## src/rtl/mips_pkg.sv

```systemverilog
// Shared constants and control payload for the MIPS pipeline controller.
// Holds opcode/funct encodings, 3-bit ALU codes, the decoded-control struct
// and the R-type funct -> ALU code mapping.
package mips_pkg;

    localparam int unsigned OP_W      = 6;
    localparam int unsigned FUNCT_W   = 6;
    localparam int unsigned ALU_W     = 3;
    localparam int unsigned MDU_CNT_W = 4;

    localparam logic [OP_W-1:0] OP_RTYPE = 6'h00;
    localparam logic [OP_W-1:0] OP_LW    = 6'h23;
    localparam logic [OP_W-1:0] OP_SW    = 6'h2B;
    localparam logic [OP_W-1:0] OP_BEQ   = 6'h04;
    localparam logic [OP_W-1:0] OP_ADDI  = 6'h08;
    localparam logic [OP_W-1:0] OP_J     = 6'h02;

    localparam logic [FUNCT_W-1:0] FN_ADD   = 6'h20;
    localparam logic [FUNCT_W-1:0] FN_SUB   = 6'h22;
    localparam logic [FUNCT_W-1:0] FN_AND   = 6'h24;
    localparam logic [FUNCT_W-1:0] FN_OR    = 6'h25;
    localparam logic [FUNCT_W-1:0] FN_SLT   = 6'h2A;
    localparam logic [FUNCT_W-1:0] FN_MULT  = 6'h18;
    localparam logic [FUNCT_W-1:0] FN_MULTU = 6'h19;
    localparam logic [FUNCT_W-1:0] FN_DIV   = 6'h1A;
    localparam logic [FUNCT_W-1:0] FN_DIVU  = 6'h1B;
    localparam logic [FUNCT_W-1:0] FN_MFHI  = 6'h10;
    localparam logic [FUNCT_W-1:0] FN_MFLO  = 6'h12;

    localparam logic [ALU_W-1:0] ALU_AND = 3'b000;
    localparam logic [ALU_W-1:0] ALU_OR  = 3'b001;
    localparam logic [ALU_W-1:0] ALU_ADD = 3'b010;
    localparam logic [ALU_W-1:0] ALU_SUB = 3'b110;
    localparam logic [ALU_W-1:0] ALU_SLT = 3'b111;

    typedef struct packed {
        logic              regwrite;
        logic              regdst;
        logic              alusrc;
        logic              memtoreg;
        logic              memwrite;
        logic              memen;
        logic              branch;
        logic              jump;
        logic              mdu_op;   // mult/multu/div/divu
        logic              mdu_rd;   // mfhi/mflo
        logic [ALU_W-1:0]  alucontrol;
    } ctrl_t;

    // Unknown functs fall back to add.
    function automatic logic [ALU_W-1:0] rtype_alu(input logic [FUNCT_W-1:0] funct);
        case (funct)
            FN_ADD:  return ALU_ADD;
            FN_SUB:  return ALU_SUB;
            FN_AND:  return ALU_AND;
            FN_OR:   return ALU_OR;
            FN_SLT:  return ALU_SLT;
            default: return ALU_ADD;
        endcase
    endfunction

endpackage

```

## src/rtl/mips_decode.sv

```systemverilog
// Combinational D-stage main decoder.
// Ports: op, funct (instruction fields) -> ctrl_c (decoded controls).
module mips_decode
    import mips_pkg::*;
(
    input  logic [OP_W-1:0]    op,
    input  logic [FUNCT_W-1:0] funct,
    output ctrl_t              ctrl_c
);

    always_comb begin
        ctrl_c = '0;
        case (op)
            OP_RTYPE: begin
                ctrl_c.regwrite   = 1'b1;
                ctrl_c.regdst     = 1'b1;
                ctrl_c.alucontrol = rtype_alu(funct);
                ctrl_c.mdu_op     = (funct == FN_MULT) || (funct == FN_MULTU) ||
                                    (funct == FN_DIV)  || (funct == FN_DIVU);
                ctrl_c.mdu_rd     = (funct == FN_MFHI) || (funct == FN_MFLO);
            end
            OP_LW: begin
                ctrl_c.regwrite   = 1'b1;
                ctrl_c.alusrc     = 1'b1;
                ctrl_c.memtoreg   = 1'b1;
                ctrl_c.memen      = 1'b1;
                ctrl_c.alucontrol = ALU_ADD;
            end
            OP_SW: begin
                ctrl_c.memwrite   = 1'b1;
                ctrl_c.memen      = 1'b1;
                ctrl_c.alusrc     = 1'b1;
                ctrl_c.alucontrol = ALU_ADD;
            end
            OP_BEQ: begin
                ctrl_c.branch     = 1'b1;
                ctrl_c.alucontrol = ALU_SUB;
            end
            OP_ADDI: begin
                ctrl_c.regwrite   = 1'b1;
                ctrl_c.alusrc     = 1'b1;
                ctrl_c.alucontrol = ALU_ADD;
            end
            OP_J: begin
                ctrl_c.jump       = 1'b1;
            end
            default: ctrl_c = '0;
        endcase
    end

endmodule

```

## src/rtl/mips_pipe_ctrl.sv

```systemverilog
// MIPS 5-stage pipeline controller: D decode, E/M/W control pipeline,
// load-use and multiply/divide hazard detection, branch flush.
// Ports: clk, rst (sync, active-low); instr (D), zeroE, writeregE in;
// jumpD, E/M/W controls, stallF/stallD/flushD/flushE, mdu_busy out.
// MDU_LAT must lie in 1..15 to fit the 4-bit busy counter.
module mips_pipe_ctrl
    import mips_pkg::*;
#(
    parameter int unsigned ALUCTRL_W = 3,
    parameter int unsigned MDU_LAT   = 4,
    parameter int unsigned HAS_MDU   = 1
) (
    input  logic                 clk,
    input  logic                 rst,
    input  logic [31:0]          instr,
    input  logic                 zeroE,
    input  logic [4:0]           writeregE,
    output logic                 jumpD,
    output logic                 pcsrcE,
    output logic                 alusrcE,
    output logic                 regdstE,
    output logic                 memtoregE,
    output logic                 regwriteE,
    output logic [ALUCTRL_W-1:0] alucontrolE,
    output logic                 memwriteM,
    output logic                 memenM,
    output logic                 memtoregM,
    output logic                 regwriteM,
    output logic                 memtoregW,
    output logic                 regwriteW,
    output logic                 stallF,
    output logic                 stallD,
    output logic                 flushD,
    output logic                 flushE,
    output logic                 mdu_busy
);

    ctrl_t dec;
    logic  branchE, memwriteE, memenE, mdu_e;
    logic  lu_haz, mdu_haz;
    logic  unused_bits;

    mips_decode u_decode (
        .op     (instr[31:26]),
        .funct  (instr[5:0]),
        .ctrl_c (dec)
    );

    assign unused_bits = ^instr[15:6];
    assign jumpD       = dec.jump;

    // D -> E; a flush or reset inserts a bubble.
    always_ff @(posedge clk) begin
        if (!rst || flushE) begin
            regwriteE   <= 1'b0;
            memtoregE   <= 1'b0;
            memwriteE   <= 1'b0;
            memenE      <= 1'b0;
            branchE     <= 1'b0;
            alusrcE     <= 1'b0;
            regdstE     <= 1'b0;
            alucontrolE <= '0;
            mdu_e       <= 1'b0;
        end else begin
            regwriteE   <= dec.regwrite;
            memtoregE   <= dec.memtoreg;
            memwriteE   <= dec.memwrite;
            memenE      <= dec.memen;
            branchE     <= dec.branch;
            alusrcE     <= dec.alusrc;
            regdstE     <= dec.regdst;
            alucontrolE <= ALUCTRL_W'(dec.alucontrol);
            mdu_e       <= dec.mdu_op;
        end
    end

    // E -> M -> W, never stalled.
    always_ff @(posedge clk) begin
        if (!rst) begin
            memwriteM <= 1'b0;
            memenM    <= 1'b0;
            memtoregM <= 1'b0;
            regwriteM <= 1'b0;
            memtoregW <= 1'b0;
            regwriteW <= 1'b0;
        end else begin
            memwriteM <= memwriteE;
            memenM    <= memenE;
            memtoregM <= memtoregE;
            regwriteM <= regwriteE;
            memtoregW <= memtoregM;
            regwriteW <= regwriteM;
        end
    end

    // The counter loads once the MDU op sits in E, so the E cycle itself is
    // covered by mdu_e and the count covers the following MDU_LAT cycles.
    if (HAS_MDU != 0) begin : g_mdu
        logic [MDU_CNT_W-1:0] mdu_cnt;

        always_ff @(posedge clk) begin
            if (!rst) begin
                mdu_cnt <= '0;
            end else if (mdu_e) begin
                mdu_cnt <= MDU_CNT_W'(MDU_LAT);
            end else if (mdu_cnt != '0) begin
                mdu_cnt <= mdu_cnt - MDU_CNT_W'(1);
            end
        end

        assign mdu_busy = (mdu_cnt != '0);
        assign mdu_haz  = (dec.mdu_op || dec.mdu_rd) && (mdu_busy || mdu_e);
    end else begin : g_no_mdu
        logic unused_mdu;
        assign unused_mdu = dec.mdu_op ^ dec.mdu_rd ^ mdu_e;
        assign mdu_busy   = 1'b0;
        assign mdu_haz    = 1'b0;
    end

    assign lu_haz = memtoregE && (writeregE != 5'd0) &&
                    ((writeregE == instr[25:21]) || (writeregE == instr[20:16]));

    // A taken branch kills the D instruction, so it overrides any stall.
    assign pcsrcE = branchE && zeroE;
    assign flushD = pcsrcE;
    assign stallF = (lu_haz || mdu_haz) && !pcsrcE;
    assign stallD = stallF;
    assign flushE = lu_haz || mdu_haz || pcsrcE;

endmodule

```

## config.mk

```make
export PLATFORM = sky130hd
export DESIGN_NAME = mips_pipe_ctrl
export DESIGN_NICKNAME = d
export VERILOG_FILES = /design/src/rtl/mips_pkg.sv /design/src/rtl/mips_decode.sv /design/src/rtl/mips_pipe_ctrl.sv
export SDC_FILE = /design/constraint.sdc
export NUM_CORES = 1
export LEC_CHECK = 0
export CORE_ASPECT_RATIO = 1.25
export CORE_MARGIN = 5
export CORE_UTILIZATION = 36
export CTS_BUF_LIST = sky130_fd_sc_hd__clkbuf_4 sky130_fd_sc_hd__clkbuf_8 sky130_fd_sc_hd__clkbuf_16
export CTS_CLUSTER_DIAMETER = 150
export DETAILED_ROUTE_END_ITERATION = 10
export PLACE_DENSITY = 0.78
export SLEW_MARGIN = 15
export SYNTH_ARGS = -nofsm -noshare
export SYNTH_HDL_FRONTEND = slang
export SYNTH_SLANG_ARGS = --single-unit
```

## constraint.sdc

```tcl
create_clock -name clk -period 3 [get_ports clk]
set_input_delay 0.45 -clock clk [delete_from_list [all_inputs] [get_ports clk]]
set_output_delay 0.45 -clock clk [all_outputs]
set_load 0.1 [all_outputs]
```

After elaboration in Yosys (flattened, before gate mapping)
Cells that the tools add are included.
{"block": "word_totals", "input_bits": 40, "ff_bits": 21, "word_cells": 74}
{"block": "op_classes", "eq_ne": 17, "bitwise_logic": 1, "n_addsub": 1, "n_reduce_logical": 25, "muxes": 13}
{"op": "$eq A6 B5 Y1 const B", "count": 6}
{"op": "$eq A6 B6 Y1 const B", "count": 6}
{"op": "$pmux W3 S4", "count": 1}
{"op": "$eq A5 B5 Y1", "count": 2}
{"op": "$logic_or A1 B1 Y1", "count": 10}
{"op": "$pmux W3 S3", "count": 1}
{"op": "$mux W1", "count": 8}
{"op": "$eq A6 B2 Y1 const B", "count": 1}
{"op": "$eq A6 B3 Y1 const B", "count": 1}
{"op": "$eq A6 B4 Y1 const B", "count": 1}
{"op": "$logic_not A6 Y1", "count": 1}
{"op": "$mux W3", "count": 2}
{"op": "$reduce_or A3 Y1", "count": 2}
{"op": "$logic_and A1 B1 Y1", "count": 5}
{"op": "$reduce_bool A5 Y1", "count": 1}
{"op": "$reduce_bool A4 Y1", "count": 1}
{"op": "$reduce_or A2 Y1", "count": 2}
{"op": "$sub A4 B1 Y4 const B", "count": 1}
{"op": "$logic_not A1 Y1", "count": 2}
{"op": "$mux W2", "count": 1}
{"op": "$reduce_bool A2 Y1", "count": 1}
{"op": "$not A1 Y1", "count": 1}

Depth between registers and ports, before layout
{"block": "depth", "word_depth": 10, "ltp_mapped": 8, "depth_no_buf": 6}

Modules after synthesis
Synthesis repeated with hierarchy kept, for this count alone.
{"block": "hier_totals", "cells_unflattened": 128, "hier_area_um2": 1163.6}
{"mod": "mips_pipe_ctrl", "seq_area_each_um2": 420.4, "cells_per_inst": 97, "instances": 1, "area_each_um2": 968.4}
{"mod": "mips_decode", "seq_area_each_um2": 0.0, "cells_per_inst": 31, "instances": 1, "area_each_um2": 195.2}

Least setup slack after synthesis
OpenSTA, ideal clock, no wires.
{"block": "synth_timing", "kind": "input port to output port", "start": "input instr[29]", "end": "output jumpD", "required_ns": 2.550, "slack_ns": -0.669, "arrival_time_ns": 3.219, "stages": 2, "n_path_buf": 0, "path_cell_list": "or4_4 nor3b_1"}
{"block": "synth_via", "elab_chain_len": 2}
{"element": "start: declaration", "line_no": "mips_pipe_ctrl.sv:15", "source": "input logic [31:0] instr,"}
{"element": "$eq A6 B2 Y1", "line_no": "mips_decode.sv:13", "source": "case (op)"}
{"element": "$mux W1", "line_no": "mips_decode.sv:13"}
{"element": "end: declaration", "line_no": "mips_pipe_ctrl.sv:18", "source": "output logic jumpD,"}
No other way between the ends.

Worst setup path in the final report
{"block": "layout_timing", "start": "input instr[29]", "end": "output stallD"}
{"block": "layout_via", "elab_chain_len": 6}
{"element": "$logic_not A6 Y1", "line_no": "mips_decode.sv:13"}
{"element": "$mux W2", "line_no": "mips_decode.sv:13"}
{"element": "$logic_or A1 B1 Y1", "line_no": "mips_pipe_ctrl.sv:112", "source": "assign mdu_haz = (dec.mdu_op || dec.mdu_rd) && (mdu_busy || mdu_e);"}
{"element": "$logic_and A1 B1 Y1", "line_no": "mips_pipe_ctrl.sv:112"}
{"element": "$logic_or A1 B1 Y1", "line_no": "mips_pipe_ctrl.sv:126", "source": "assign stallF = (lu_haz || mdu_haz) && !pcsrcE;"}
{"element": "$logic_and A1 B1 Y1", "line_no": "mips_pipe_ctrl.sv:126"}
{"element": "end: declaration", "line_no": "mips_pipe_ctrl.sv:32", "source": "output logic stallD,"}
No other way between the ends.

==> impl_metrics.yaml <==
synth:
  ys_ff_latch: 21
  synth_cell_type_count: 31
  synth_area_um2: 985
  yosysSeqAreaShare_pct: 42.7
  syn-instance-count: 108
  yosysWarningCount: 0
  syn_nets: 149
  syn_area_per_cell_um2: 9.12
layout:
  multi_input_area_um2: 552
  reg.largest.list: "g_mdu.mdu_cnt: 4 flops, alucontrolE: 3 flops"
  num_antenna_cells: 0
  largest_register_ffs: 4
  seqCellArea_um2: 420
  final_common_cell: "clkdlybuf4s50_1"
  final_cell_mix: "clkdlybuf4s50_1, dfxtp_1, buf_4, nor2_1"
  largest-register: "g_mdu.mdu_cnt"
  area_delta_synth_final_pct: 60.6
  nFillCells: 222
  final_nets: 204
  drive_gt1_share_pct: 22.8
  instances_no_fill: 196
cts:
  cts_made_buffers: 3
  htreeDepth: 1
  cts_tree: "yes"
  clkTransAtPathRegs_ns: 0.11
  cts_buffer_depth: 2
  numClockSinks: 21
  insertion_delay_ns: 0.30
  cts_root_buf: "clkbuf_4"
timing:
  min_period_ns: 2.89
  period_share_pct: 96.4
  max-slew-margin-rel_pct: 70.2
  final-hold-violation-count: 0
  rsz0062_at_grt: "no"
  clock.fmax_ghz: 0.346
  setup_tns_ns: 0
  maxSlewViolCount: 0
  fin_ws_ns: 0.109
  fin_worst_skew_ns: 0.00283
  setup_viol: 0
  worstMarginPinSlew_ns: 0.442
detailed_routing:
  viasPerCell: 4.90
  drc: 0
  num_vias: 960
  first_pass_iters: 4
  wire_per_inst_um: 12.4
  drtAntennaViolNets: 0
  wl_um: 2430
  drt_iter0_markers: 16
grt:
  top_usage_layer: "met2"
  grt_max_degree: 13
  grt_pass1_wl_um: 3820
  antenna_found_initial: 0
  use_met1_pct: 12.7
  use_met3_pct: 1.70
  grt_pass1_vias: 919
  grt_overflow: 0
  grt_use_met2_pct: 24.4
  grt_usage_pct: 12.6
power_and_ir_drop:
  leakage_nw: 0.633
  irDropWorstVdd_mv: 0.554
  p_per_area_nw_per_um2: 470
worst_setup_path:
  cp.arrival_ns: 2.44
  worst-path-max-fanout: 4
  path_class: "in -> out"
  setup.worst_path.start_class: "primary input"
  cp_top_family: "simple AND/OR/NAND/NOR gates"
  critPathBufInv: 2
  cp-end-kind: "primary output"
  crit_path_top_delay_cell: "or4_4"
  critPathRequiredTime_ns: 2.55
  path_cells: "clkdlybuf4s50_1 > or4_4 > nor3_4 > nand3_2 > o32ai_4 > and2_4 > buf_12"
  cpPeakStageDelay_ns: 0.57
floorplanning:
  die_w_um: 56.8
  dieArea_um2: 3890
  start_util_pct: 37.1
  rows: 21
  die_y_um: 68.5
  core_area_um2: 2650
  ioPinCount: 60
job:
  max_cap_violations: 0
placement:
  place_ws_ns: 0.0289
  io_buffers: 49
  dp.cells: 192
  hpwl_um: 2100
  gp_congestion: 0.736
min_path:
  hold_class: "reg -> reg"
status:
  status: "finished, final reports clean"
==> where the power goes <==
group          internal (mW)  total [mW]  leakage (nW)  switching (mW)
Clock                 0.0497       0.132        0.0177          0.0824
Sequential             0.299       0.315         0.170          0.0159
Combinational          0.115       0.297         0.445           0.182
==> metal layers <==
metal / part of all wire (%) / up-vias
met1: 37 / 443
met5: 0 / -
met4: 2.3 / 0
li1: - / 482
met3: 5.9 / 4
met2: 55 / 31
==> worst paths after layout <==
kind / from / to / slack (ns) / cells after the start
max: instr[29] / stallD / 0.11 / 7
min: memenE / memenM / 0.45 / 1
max reg2reg: g_mdu.mdu_cnt[0] / alucontrolE[0] / 1.34 / 7
min reg2reg: memenE / memenM / 0.45 / 1
==> worst reg2reg max path, cell delays in order, from the launching register on <==
cell     delay, ns
dfxtp_1       0.35
inv_1         0.06
ha_1          0.20
nand2_2       0.12
nor2_1        0.23
o32ai_4       0.14
buf_4         0.20
nor4_1        0.27
==> stage by stage <==
step / hold WS, ns / util, % / area (um2) / power [mW]
5_1_grt: 0.471 / 59.6 / 1580 / 0.793
2_1_floorplan: 0.412 / - / 995 / 0.523
6_report: 0.450 / 59.6 / 1580 / 0.744
3_5_place_dp: 0.427 / 57.9 / 1540 / 0.615
3_3_place_gp: 0.416 / 57.9 / 1540 / 0.607
4_1_cts: 0.454 / 58.9 / 1560 / 0.746
==> area by class of cell <==
| class | count | area share [%] |
|---|---|---|
| sequential | 21 | 26.6 |
| clock inverter | 1 | 0.316 |
| timing repair buffer | 54 | 33.4 |
| clock buffer | 3 | 1.42 |
| inverter | 3 | 0.712 |
| tap | 34 | 2.69 |
| multi-input combinational | 80 | 34.9 |
==> synth_stat cells (all sizes together) <==
cell type,count,area [um2]
buf,3,26.3
inv,3,11.3
or4,2,18.8
o21ai,2,10.0
nor3,11,66.3
nor4,1,6.26
nand4,1,6.26
ha,1,12.5
nand3b,2,15.0
mux2i,1,10.0
dfxtp,21,420
xor2,10,87.6
nor2,13,48.8
nand2b,3,18.8
and2,7,43.8
o32ai,1,16.3
nor3b,5,37.5
clkbuf,1,3.75
xnor2,2,17.5
a22oi,2,15.0
a311oi,1,8.76
o21a,1,7.51
nor2b,1,6.26
nand2,5,18.8
nand3,5,30.0
a211oi,2,15.0
a31oi,1,6.26
==> cell families after synthesis <==
group	after synthesis	synth area share [%]
simple gates	56	32.2
compound gates	10	8.01
buf+inv	7	4.19
xor+xnor	12	10.7
fa+ha+maj	1	1.27
flops	21	42.7
mux	1	1.02
==> timing repair <==
| action | 4_1_cts | 5_1_grt |
|---|---|---|
| buffers inserted | 0 | 0 |
| hold buffers | 0 | 0 |
| resized for setup | 0 | 2 |
| endpoints found under the setup margin | 0 | 3 |
Note: power is estimated with default switching activity, not from simulation.
